$ cat src/rtl/proc_pkg.sv
// Shared definitions for the processor front end: opcodes, sequencer states
// and the per-opcode step count used by the program sequencer.
package proc_pkg;

  localparam int OP_W = 7;
  typedef logic [OP_W-1:0] opcode_t;

  localparam opcode_t OP_LOAD = 7'b0000000;
  localparam opcode_t OP_MOVE = 7'b0000001;
  localparam opcode_t OP_ADD  = 7'b1000010;
  localparam opcode_t OP_SUB  = 7'b1000011;
  localparam opcode_t OP_OR   = 7'b1000100;
  localparam opcode_t OP_AND  = 7'b1000101;
  localparam opcode_t OP_NOT  = 7'b1000110;
  localparam opcode_t OP_NEG  = 7'b1000111;

  typedef enum logic [1:0] {
    IDLE = 2'd0,
    RUN  = 2'd1,
    HALT = 2'd2
  } state_t;

  // Processor steps needed by an opcode; 0 marks an illegal opcode.
  function automatic logic [2:0] steps_for(input opcode_t op);
    case (op)
      OP_LOAD, OP_MOVE:               steps_for = 3'd2;
      OP_ADD, OP_SUB, OP_OR, OP_AND:  steps_for = 3'd4;
      OP_NOT, OP_NEG:                 steps_for = 3'd3;
      default:                        steps_for = 3'd0;
    endcase
  endfunction

endpackage

$ cat src/rtl/step_timer.sv
// Free-running step timer: counts 0..STEP_CYCLES-1 while enabled and is held
// at 0 otherwise, so every run starts with a full step.
module step_timer #(
  parameter int STEP_CYCLES = 4
) (
  input  logic clk,
  input  logic reset,
  input  logic enable,
  output logic pulse,
  output logic first
);

  localparam int TW = (STEP_CYCLES > 2) ? $clog2(STEP_CYCLES) : 1;
  localparam logic [TW-1:0] LAST = TW'(STEP_CYCLES - 1);

  logic [TW-1:0] cnt_q;

  // NOTE: sequential state uses non-blocking assignments so every flop
  // samples pre-edge values regardless of statement order.
  always_ff @(posedge clk or posedge reset) begin
    if (reset) begin
      cnt_q <= '0;
    end else if (!enable || cnt_q == LAST) begin
      cnt_q <= '0;
    end else begin
      cnt_q <= cnt_q + TW'(1);
    end
  end

  assign pulse = enable && (cnt_q == LAST);
  assign first = enable && (cnt_q == '0);

endmodule

$ cat src/rtl/program_sequencer.sv
// Program buffer and step-clock generator: stores host words, then replays them
// on switchIn with one stepPulse per processor step of each decoded opcode.
module program_sequencer
  import proc_pkg::*;
#(
  parameter int DEPTH       = 16,
  parameter int AW          = $clog2(DEPTH),
  parameter int STEP_CYCLES = 4
) (
  input  logic          clk,
  input  logic          reset,
  input  logic          wr_valid,
  output logic          wr_ready,
  input  logic [15:0]   wr_data,
  input  logic          start,
  input  logic          clear,
  output logic [15:0]   switchIn,
  output logic          stepPulse,
  output logic          w,
  output logic          busy,
  output logic          done,
  output logic          err,
  output logic [AW-1:0] pc
);

  localparam logic [AW:0] FULL = (AW+1)'(DEPTH);

  logic [15:0]   mem [DEPTH];
  state_t        state_q, state_d;
  logic [AW-1:0] pc_q, pc_d;
  logic [AW:0]   count_q, count_d;
  logic [1:0]    step_q, step_d;
  logic          done_q, done_d, err_q, err_d;

  logic          running, tick, first, wr_fire, wr_en;
  opcode_t       op;
  logic          is_load, truncated, last_step;
  logic [2:0]    n_steps;
  logic [AW:0]   pc_next;
  logic [AW-1:0] rd_idx;

  assign running = (state_q == RUN);

  step_timer #(.STEP_CYCLES(STEP_CYCLES)) u_timer (
    .clk    (clk),
    .reset  (reset),
    .enable (running),
    .pulse  (tick),
    .first  (first)
  );

  // The opcode word stays at mem[pc] for the whole instruction; writes are
  // blocked in RUN, so decoding it combinationally is stable.
  assign op        = mem[pc_q][15:9];
  assign is_load   = (op == OP_LOAD);
  assign n_steps   = steps_for(op);
  assign truncated = is_load && ({1'b0, pc_q} == count_q - (AW+1)'(1));
  assign last_step = (step_q == 2'(n_steps - 3'd1));
  assign pc_next   = {1'b0, pc_q} + (is_load ? (AW+1)'(2) : (AW+1)'(1));
  assign rd_idx    = pc_q + AW'(is_load && (step_q != 2'd0));

  assign wr_ready = !running && (count_q < FULL);
  assign wr_fire  = wr_valid && wr_ready;
  assign wr_en    = wr_fire && !clear;

  always_comb begin
    // NOTE: every target gets a default first so no path can infer a latch.
    state_d = state_q;
    pc_d    = pc_q;
    count_d = count_q;
    step_d  = step_q;
    done_d  = done_q;
    err_d   = err_q;
    unique case (state_q)
      IDLE, HALT: begin
        if (clear) begin
          count_d = '0;
          done_d  = 1'b0;
          err_d   = 1'b0;
          state_d = IDLE;
        end else begin
          if (wr_fire) count_d = count_q + (AW+1)'(1);
          if (start) begin
            if (count_q == '0) begin
              done_d = 1'b1;
            end else begin
              state_d = RUN;
              pc_d    = '0;
              step_d  = '0;
              done_d  = 1'b0;
              err_d   = 1'b0;
            end
          end
        end
      end
      RUN: begin
        // Bad words are caught on their first presented cycle, before any pulse.
        if (first && step_q == 2'd0 && (n_steps == 3'd0 || truncated)) begin
          state_d = HALT;
          err_d   = 1'b1;
          done_d  = 1'b1;
        end else if (tick) begin
          if (last_step) begin
            step_d = '0;
            pc_d   = pc_next[AW-1:0];
            if (pc_next >= count_q) begin
              state_d = HALT;
              done_d  = 1'b1;
            end
          end else begin
            step_d = step_q + 2'd1;
          end
        end
      end
      default: state_d = IDLE;
    endcase
  end

  always_ff @(posedge clk or posedge reset) begin
    if (reset) begin
      state_q <= IDLE;
      pc_q    <= '0;
      count_q <= '0;
      step_q  <= '0;
      done_q  <= 1'b0;
      err_q   <= 1'b0;
    end else begin
      state_q <= state_d;
      pc_q    <= pc_d;
      count_q <= count_d;
      step_q  <= step_d;
      done_q  <= done_d;
      err_q   <= err_d;
    end
  end

  // NOTE: the buffer has no reset; count alone decides which words are valid.
  always_ff @(posedge clk) begin
    if (wr_en) mem[count_q[AW-1:0]] <= wr_data;
  end

  assign switchIn  = running ? mem[rd_idx] : 16'h0000;
  assign stepPulse = tick;
  assign w         = running;
  assign busy      = running;
  assign done      = done_q;
  assign err       = err_q;
  assign pc        = pc_q;

endmodule

$ cat config.mk
export PLATFORM = sky130hd
export DESIGN_NAME = program_sequencer
export DESIGN_NICKNAME = d
export VERILOG_FILES = /design/src/rtl/proc_pkg.sv /design/src/rtl/step_timer.sv /design/src/rtl/program_sequencer.sv
export SDC_FILE = /design/constraint.sdc
export NUM_CORES = 1
export LEC_CHECK = 0
export ABC_AREA = 0
export BUFFER_PORTS_ARGS = -buffer_cell sky130_fd_sc_hd__buf_2
export CORE_MARGIN = 2
export CORE_UTILIZATION = 50
export DETAILED_ROUTE_END_ITERATION = 10
export PLACE_DENSITY_LB_ADDON = 0.2
export SYNTH_ARGS = -nofsm -noshare
export SYNTH_HDL_FRONTEND = slang
export SYNTH_SLANG_ARGS = --single-unit
$ cat constraint.sdc
create_clock -name clk -period 5.8 [get_ports clk]
set_clock_uncertainty 0.2 [all_clocks]
set_input_delay 1.16 -clock clk [delete_from_list [all_inputs] [get_ports clk]]
set_output_delay 1.16 -clock clk [all_outputs]
set_load 0.1 [all_outputs]
==> metrics.md <==
| Metric | Value |
|---|---|
| Clock latency reported for the late side of the worst-skew pair | `~0.56 ns` |
| Clock tree from TritonCTS | `done` |
| Clock Sinks | `273` |
| Most frequent cell after synthesis | `edfxtp_1` |
| Finished Layout Cells | `between 1000 and 1500` |
| Final setup vio count | `1` |
| Nets | `846` |
| Drc violations | `0` |
| Critical Path Fanout Max | `8` |
| Share of cells above drive strength 1 | `a little over two fifths` |
| Hold Crit Class | `reg -> reg` |
| Die span in x | `161 um` |
| Global placer's final weighted congestion | `roughly 0.86` |
| CTS Buffer Depth | `3` |
| Setup crit start | `pc[0]` |
| HP Start | `u_timer.cnt_q[0]` |
| Peak VDD IR | `0.290 mV` |
| GR Layer Usage met1 | `between 30% and 40%` |
| Crit end category | `primary output` |
| Share of the synthesized area in the top cell type | `approximately 62%` |
| Total track usage | `23.5%` |
| Num CTS Buffers | `29` |
| Worst EP arrival | `4.46 ns` |
| Syn_nets | `roughly 740` |
| CTS Root Cell | `clkbuf_16` |
| Final setup margin | `-0.0236 ns` |
| Setup crit start kind | `register` |
| Yosys reg bits | `273` |
| Final period util | `100%` |
| Setup CP Type | `reg -> out` |
| Most frequent cells after synthesis | `edfxtp_1, mux4_2, a211oi_1, nor2_1, nand2_1` |
| Vias in the first global route | `7502` |
| Initial Util | `50.9%` |
| First drt pass iteration count | `5` |
| Post-Route Hold Slack | `0.264 ns` |
| Global-route layer with the greatest usage | `met2` |
| Number of port buffers | `46` |
| First-pass GRT wire length | `about 46 mm` |
| Dominant synthesized flop cell | `edfxtp_1` |
| # IOs | `47` |
| Initial antenna violation count | `1` |
| Core Util, Final | `a little over three fifths` |
| Synthesized area per cell | `17.7 um^2` |
| Remaining antenna violation count after routing | `0` |
| Placed Instances | `1069` |
| M2 GR Usage | `38.6%` |
| Status | `complete, but fails checks` |
| Layout area overhead | `23.5%` |
| Tightest Pin Transition | `0.740 ns` |
| Maximum number of pins on one net before global-route repair | `34` |
| Die area | `0.0260 mm^2` |
| EDFF count, synth | `256` |
| Ys async rst share | `6.23%` |
| Gr ovfl total | `0` |
| H-tree Lvls | `1` |
| FF-to-FF Start | `pc[0]` |
| Cts hold-fix bufs | `0` |
| Min Clock Period, post-route | `5.82 ns` |
| Vias | `7184` |
| Synth top area cells | `edfxtp_1, mux4_2, dfrtp_1` |
| Worst slew margin | `50.6%` |
| # rows | `57` |
| Seq/Total Area, Yosys | `65.5%` |
| Synth warnings | `0` |
| DP HPWL | `17.5 mm` |
| Worst Path Required | `4.44 ns` |
| Slew Limit Fails | `0` |
| Mapped Cells | `698` |
| WL/cell | `26.3 um` |
| Dominant cell type by area after synthesis | `edfxtp_1` |
| M3 GR Usage | `slightly above 4%` |
| Drt initial violations | `691` |
| Max-Cap Viols | `0` |
| Syn Std Cell Area | `0.0124 mm^2` |
| Failing checks | `negative setup slack` |
| Leak | `4.98 nW` |
| Unrepaired setup endpoints after global routing | `true` |
| Vias per cell | `just over 6` |
| Worst-path clk slew | `approximately 0.060 ns` |
| Final hold vios | `0` |
| FMAX | `172 MHz` |
| Core ar. | `0.0243 mm^2` |
| Pwr Density | `between 300 and 400 mW/mm^2` |
| Drt total wl | `approximately 30 mm` |
| Post-synthesis cell type count | `65` |
| Die Y | `approximately 160 um` |
[where the power goes]
group          internal (mW)  switching (mW)
sequential              2.22          0.0450
combinational          0.316           0.642
clock                  0.916           0.746
[state kept, by name (all words and copies together), names as in the netlist]
| signal | cells |
|---|---|
| count_q | 5 |
| done | 1 |
| err | 1 |
| mem | 256 |
| pc | 4 |
| state_q | 2 |
| step_q | 2 |
| u_timer.cnt_q | 2 |
[path summary, 6_finish.rpt]
check / to / slack, ns / cells after the start
max in group asynchronous: pc[2] / 4.39 / 2
min in group asynchronous: count_q[4] / 0.50 / 2
worst max-delay path: switchIn[11] / -0.02 / 15
worst min register to register: u_timer.cnt_q[0] / 0.26 / 1
worst max register to register: done / 1.02 / 18
worst min-delay path: u_timer.cnt_q[0] / 0.26 / 1
[metal layers]
layer / share of wire, % / routed length, um
met1: 40 / 12200
met2: 49 / 14800
met3: 6.7 / 2020
met4: 4.0 / 1200
met5: 0 / 0
[cell usage in the layout, fill, tap and decap left out, drive strengths merged, types with 17 or more instances in the layout]
cell type	instances
mux2i	24
edfxtp	256
inv	21
a211oi	36
dfrtp	17
nor2	33
nor2b	23
mux4	83
nand2	24
ha	17
clkbuf	35
buf	116
[area by class of cell]
type / count / area (um^2)
antenna: 1 / 2.50
timing repair buffer: 118 / 1280
sequential: 273 / 8120
inverter: 19 / 71.3
clock inverter: 17 / 100
multi-input combinational: 366 / 4570
fill: 1678 / 9020
tap: 324 / 405
clock buffer: 34 / 744
[worst max-delay path: stages (launching register included)]
cell      delay, ns
dfrtp_4        0.49
buf_12         0.16
mux2_4         0.30
mux4_2         0.48
mux2_4         0.29
and4b_1        0.26
nand3_2        0.10
nor2_4         0.14
ha_4           0.18
buf_8          0.14
buf_12         0.15
mux4_2         0.51
nor2b_4        0.16
a211oi_4       0.27
a211oi_4       0.08
buf_12         0.20
[cells by family after synthesis]
| family | count (synthesis) | share of synthesized area [%] |
|---|---|---|
| xor+xnor | 11 | 0.778 |
| fa+ha+maj | 18 | 1.88 |
| simple gates | 125 | 5.49 |
| buf+inv | 59 | 2.39 |
| mux | 120 | 18.4 |
| compound gates | 92 | 5.59 |
| flops | 273 | 65.5 |
[through the flow]
stage | power, mW | TNS, ns | cell area (um^2) | setup slack, ns
after detailed placement | 3.14 | 0 | 13600 | 0.0148
after CTS | 4.88 | -0.00303 | 15000 | -0.00303
after floorplan | 2.95 | -0.441 | 12900 | -0.0285
final | 4.89 | -0.0236 | 15300 | -0.0236
after global routing | 5.04 | -1.64 | 15300 | -0.136
after global placement | 3.12 | 0 | 13600 | 0.148
[timing repair]
action                                  4_1_cts  5_1_grt
setup buffers                                20        9
pin swaps                                    26        9
gates cloned                                  3        1
resized for setup                            84       43
endpoints found under the setup margin       16       16
hold endpoints to repair                      0        0
Power figures use the tool's default switching activity.
